==> src/rtl/uart_stream_transmitter.sv <==
// uart_stream_transmitter
// Buffered 8N1 UART transmitter. Bytes arrive over a valid/ready handshake,
// are queued as {last, data} in a small FIFO and serialised LSB-first.
// With APPEND_NULL set, a 0x00 frame follows every byte flagged last so the
// host sees null-terminated messages. The line and busy are registered from
// the current FSM state, so both lag the state by one clock and stay aligned.
module uart_stream_transmitter #(
    parameter int CLOCK_FREQUENCY = 100_000_000,
    parameter int BAUD_RATE       = 115_200,
    parameter int FIFO_DEPTH      = 16,
    parameter bit APPEND_NULL     = 1'b1
) (
    input  logic                          clock,
    input  logic                          reset,
    input  logic [7:0]                    data_in,
    input  logic                          data_in_last,
    input  logic                          data_in_valid,
    output logic                          data_in_ready,
    output logic                          uart_transmit,
    output logic                          busy,
    output logic [$clog2(FIFO_DEPTH):0]   fifo_count
);

    localparam int CYCLES_PER_BIT = CLOCK_FREQUENCY / BAUD_RATE;
    localparam int TIMER_W        = $clog2(CYCLES_PER_BIT);
    localparam int PTR_W          = $clog2(FIFO_DEPTH);
    localparam int CNT_W          = PTR_W + 1;

    localparam logic [TIMER_W-1:0] TIMER_RELOAD = TIMER_W'(CYCLES_PER_BIT - 1);
    localparam logic [CNT_W-1:0]   DEPTH_C      = CNT_W'(FIFO_DEPTH);

    typedef enum logic [1:0] {
        S_IDLE  = 2'd0,
        S_START = 2'd1,
        S_DATA  = 2'd2,
        S_STOP  = 2'd3
    } state_t;

    // FIFO storage and bookkeeping
    logic [8:0]         r_mem [FIFO_DEPTH];
    logic [PTR_W-1:0]   r_wr_ptr;
    logic [PTR_W-1:0]   r_rd_ptr;
    logic [CNT_W-1:0]   r_count;
    logic               r_ready;

    // Serialiser state
    state_t             r_state;
    logic [TIMER_W-1:0] r_timer;
    logic [2:0]         r_bit_idx;
    logic [7:0]         r_shift;
    logic               r_term_pending;
    logic               r_tx;
    logic               r_busy;

    logic               w_push;
    logic               w_pop;
    logic [CNT_W-1:0]   w_count_next;
    logic [8:0]         w_head;

    // Ready is registered, so a push can only happen into a slot that exists.
    assign w_push = data_in_valid & r_ready;
    // A pending terminator takes priority over the queue head.
    assign w_pop  = (r_state == S_IDLE) & ~r_term_pending & (r_count != '0);
    assign w_head = r_mem[r_rd_ptr];

    // Occupancy after this edge; simultaneous push and pop cancel out.
    always_comb begin
        w_count_next = r_count;
        if (w_push && !w_pop) begin
            w_count_next = r_count + 1'b1;
        end else if (w_pop && !w_push) begin
            w_count_next = r_count - 1'b1;
        end
    end

    // FIFO write port; contents need no reset because the count gates reads.
    always_ff @(posedge clock) begin
        if (w_push) begin
            r_mem[r_wr_ptr] <= {data_in_last, data_in};
        end
    end

    // FIFO pointers, count and registered ready (pointers wrap naturally).
    always_ff @(posedge clock or negedge reset) begin
        if (!reset) begin
            r_wr_ptr <= '0;
            r_rd_ptr <= '0;
            r_count  <= '0;
            r_ready  <= 1'b0;
        end else begin
            if (w_push) begin
                r_wr_ptr <= r_wr_ptr + 1'b1;
            end
            if (w_pop) begin
                r_rd_ptr <= r_rd_ptr + 1'b1;
            end
            r_count <= w_count_next;
            r_ready <= (w_count_next < DEPTH_C);
        end
    end

    // Frame FSM with bit timer; line and busy registered from current state.
    always_ff @(posedge clock or negedge reset) begin
        if (!reset) begin
            r_state        <= S_IDLE;
            r_timer        <= TIMER_RELOAD;
            r_bit_idx      <= 3'd0;
            r_shift        <= 8'h00;
            r_term_pending <= 1'b0;
            r_tx           <= 1'b1;
            r_busy         <= 1'b0;
        end else begin
            r_busy <= (r_state != S_IDLE) | (r_count != '0) | r_term_pending;
            case (r_state)
                S_IDLE: begin
                    r_tx      <= 1'b1;
                    r_timer   <= TIMER_RELOAD;
                    r_bit_idx <= 3'd0;
                    if (r_term_pending) begin
                        r_shift        <= 8'h00;
                        r_term_pending <= 1'b0;
                        r_state        <= S_START;
                    end else if (w_pop) begin
                        r_shift        <= w_head[7:0];
                        r_term_pending <= w_head[8] & APPEND_NULL;
                        r_state        <= S_START;
                    end
                end
                S_START: begin
                    r_tx <= 1'b0;
                    if (r_timer == '0) begin
                        r_timer   <= TIMER_RELOAD;
                        r_bit_idx <= 3'd0;
                        r_state   <= S_DATA;
                    end else begin
                        r_timer <= r_timer - 1'b1;
                    end
                end
                S_DATA: begin
                    r_tx <= r_shift[r_bit_idx];
                    if (r_timer == '0) begin
                        r_timer <= TIMER_RELOAD;
                        if (r_bit_idx == 3'd7) begin
                            r_state <= S_STOP;
                        end else begin
                            r_bit_idx <= r_bit_idx + 1'b1;
                        end
                    end else begin
                        r_timer <= r_timer - 1'b1;
                    end
                end
                S_STOP: begin
                    r_tx <= 1'b1;
                    if (r_timer == '0) begin
                        r_timer <= TIMER_RELOAD;
                        r_state <= S_IDLE;
                    end else begin
                        r_timer <= r_timer - 1'b1;
                    end
                end
                default: begin
                    r_tx    <= 1'b1;
                    r_state <= S_IDLE;
                end
            endcase
        end
    end

    assign data_in_ready = r_ready;
    assign uart_transmit = r_tx;
    assign busy          = r_busy;
    assign fifo_count    = r_count;

endmodule

==> config.mk <==
export PLATFORM = sky130hd
export DESIGN_NAME = uart_stream_transmitter
export DESIGN_NICKNAME = d
export VERILOG_FILES = /design/src/rtl/uart_stream_transmitter.sv
export SDC_FILE = /design/constraint.sdc
export NUM_CORES = 1
export LEC_CHECK = 0
export CAP_MARGIN = 20
export CORE_ASPECT_RATIO = 1.25
export CORE_MARGIN = 2
export CORE_UTILIZATION = 45
export CTS_CLUSTER_DIAMETER = 60
export DETAILED_ROUTE_END_ITERATION = 7
export PLACE_DENSITY = 0.7
export SLEW_MARGIN = 20
export SYNTH_ARGS = -nofsm -noshare
export SYNTH_HDL_FRONTEND = slang
export SYNTH_SLANG_ARGS = --single-unit
==> constraint.sdc <==
create_clock -name clock -period 5.15 [get_ports clock]
set_input_delay 1.03 -clock clock [delete_from_list [all_inputs] [get_ports clock]]
set_output_delay 1.03 -clock clock [all_outputs]
set_load 0.02 [all_outputs]
==> results_dict.tcl <==
set metrics [dict create \
    clockBufferDepth 2 \
    layout.nets 508 \
    hold_viol 0 \
    postRouteAntennaNets 0 \
    maxSlewViolCount 0 \
    yosys_register_bits 184 \
    hpwl_mm 10.25 \
    rows 53 \
    postLayoutCoreUtil 0.5175 \
    path_class "register to output port" \
    syn-mean-instance-area_sq_um 16.83 \
    area_growth_pct 12.96 \
    fin_skew_ns 0.006572 \
    start_util 0.4581 \
    worst_pin_slew_ns 0.9011 \
    path_clk_slew_ns 0.06 \
    die-area_sq_um 18080 \
    ys_seq_area_frac 0.6967 \
    vdd_drop_max_uv 225.1 \
    path_delay_family "buffers and inverters" \
    grt_pass1_vias 4214 \
    postCtsSetupBuffers 0 \
    slowest_delay_ns 0.68 \
    cp_max_fo 10 \
    synth-edff-count 144 \
    syn-cell-area_sq_um 7656 \
    antenna_cells 0 \
    reg2reg_setup_slack_ns 2.49 \
    drt-initial-drc-count 314 \
    numCtsBuffers 17 \
    slew_headroom 0.3993 \
    r2r_cells 9 \
    outcome "finished clean" \
    vias 4061 \
    antenna_found_initial 0 \
    vias_per_cell 5.704 \
    cts_hold_buf 0 \
    period_share 0.5234 \
    fin_ws_ns 2.454 \
    grt_max_degree 41 \
    dp_slack_ns 2.068 \
    gp_congestion 0.8360 \
    start_kind "register" \
    required_ns 4.12 \
    die_h_um 149.8 \
    end_kind "output port" \
    cts_sinks 184 \
    reg2reg_to "fifo_count[2]$_DFFE_PN0P_" \
    drv_cap 0 \
    worstPathArrival_ns 1.67 \
    cts_root_buffer "clkbuf_16" \
    avgRoutedWirePerCell_um 21.74 \
    tns_ns 0 \
    final_common_cell "edfxtp_1" \
    yosys_warnings 0 \
    ys_types 54 \
    crit_cells 1 \
    setup.worst_path.start "fifo_count[2]$_DFFE_PN0P_" \
    grtUsageTotal 0.1804 \
    synth_top_area_frac 0.5648 \
    netlist_top_cells_area "edfxtp_1 (56%), dfrtp_1 (11%), mux4_2 (6.8%)" \
    synth_top_area_cell "edfxtp_1" \
    port_buffers 19 \
    fin_crit_ns 2.696 \
    crit_buf_inv 1 \
    cts_tree "yes" \
    grt_pass1_wl_mm 23.67 \
    wl_mm 15.48 \
    hold_start "r_timer[0]$_DFF_PN1_" \
    path_cells "clkdlybuf4s50_1" \
    drcViolationCount 0 \
    ys.flop_type "edfxtp_1" \
    hold_path.class "register to register" \
    syn-num-nets 484 \
    grt_overflow 0 \
    die_w_um 120.7 \
    slowest_stage "clkdlybuf4s50_1" \
    clk_latency_ns 0.43 \
    holdPathStages 1 \
    num_io_pins 20 \
    drive_above_1_share 0.1463 \
    reg2reg_from "fifo_count[1]$_DFFE_PN0P_" \
    whs_endpoint "r_timer[0]$_DFF_PN1_" \
    final_cell_mix "edfxtp_1 (144), mux2i_1 (32), dfrtp_1 (32), mux4_2 (23), nand2_1 (22)" \
    htreeDepth 4 \
    fmax_mhz 371.0 \
    leakage_nw 2.930 \
    synth_cells 455 \
    powerDensity_nw_per_um2 393.9 \
    firstDrtPassIters 5 \
    core-area_sq_um 16710 \
    async_flop_share 0.2174 \
    cts_resized 0 \
    final-setup-viol-count 0 \
    grt_setup_unrepaired "no" \
]
sequential cells by signal, indices dropped and copies added (netlist names):
name / flops
r_mem: 144
r_shift: 8
uart_transmit: 1
r_timer: 10
r_term_pending: 1
r_bit_idx: 3
r_rd_ptr: 4
r_wr_ptr: 4
r_state: 2
data_in_ready: 1
busy: 1
fifo_count: 5
how the worst max path moves through the flow:
stage / slack, ns / to
after global placement: 2.14 / r_mem[2][0]$_DFFE_PP_
after global routing: 2.33 / fifo_count[3]$_DFFE_PN0P_
final: 2.45 / fifo_count[2]
after detailed placement: 2.07 / r_mem[1][2]$_DFFE_PP_
after floorplan: 2.77 / data_in_ready$_DFF_PN0_
after CTS: 2.45 / fifo_count[2]
cell type report:
class / instances / area (sq um)
Fill cell: 1359 / 8063
Sequential cell: 184 / 5335
Multi-Input combinational cell: 238 / 2162
Clock buffer: 19 / 432.9
Tap cell: 220 / 275.3
Timing Repair Buffer: 21 / 200.2
Clock inverter: 13 / 176.4
Inverter: 17 / 66.31
cells in the mapped netlist, drive strengths merged, types with 4 or more instances:
master / number
a32oi: 7
and2: 13
dfstp: 7
mux4: 24
a22oi: 21
nor2b: 4
nand4: 4
edfxtp: 144
mux2i: 32
nand2: 22
ha: 17
nand3: 6
nor3: 6
buf: 13
xnor2: 11
inv: 17
nor2: 11
dfrtp: 33
a21oi: 9
and3: 9
o21ai: 6
layer usage:
metal	vias up	part of all wire	routed length, um	track usage
met5	-	0	0	0
met4	0	0.031	483	0.08547
met3	35	0.041	631	0.02934
met2	138	0.56	8689	0.3339
met1	2069	0.37	5674	0.2012
li1	1819	-	-	-
through the flow:
stage	hold slack [ns]	total power, mW	instance area, sq um	std cells
CTS	0.4657	3.423	8648	712
detailed placement	0.4504	2.094	8039	680
global placement	0.4421	2.080	8039	680
global route	0.4905	3.503	8648	712
finish	0.4615	3.406	8648	712
floorplan	0.4341	1.961	7656	455
cell families after synthesis:
logic type | after synthesis | share of synthesized area
compound gates | 58 | 0.05475
xor+xnor | 12 | 0.01373
fa+ha+maj | 17 | 0.02778
buf+inv | 33 | 0.02092
flops | 184 | 0.6967
mux | 59 | 0.1173
simple gates | 92 | 0.06880
where the power goes:
part	internal (mW)	leakage [nW]	total [mW]	switching, mW
logic	0.0898	0.869	0.267	0.177
clock network	0.809	0.287	1.34	0.533
registers	1.74	1.77	1.80	0.0571
Note: power is estimated with default switching activity, not from simulation.
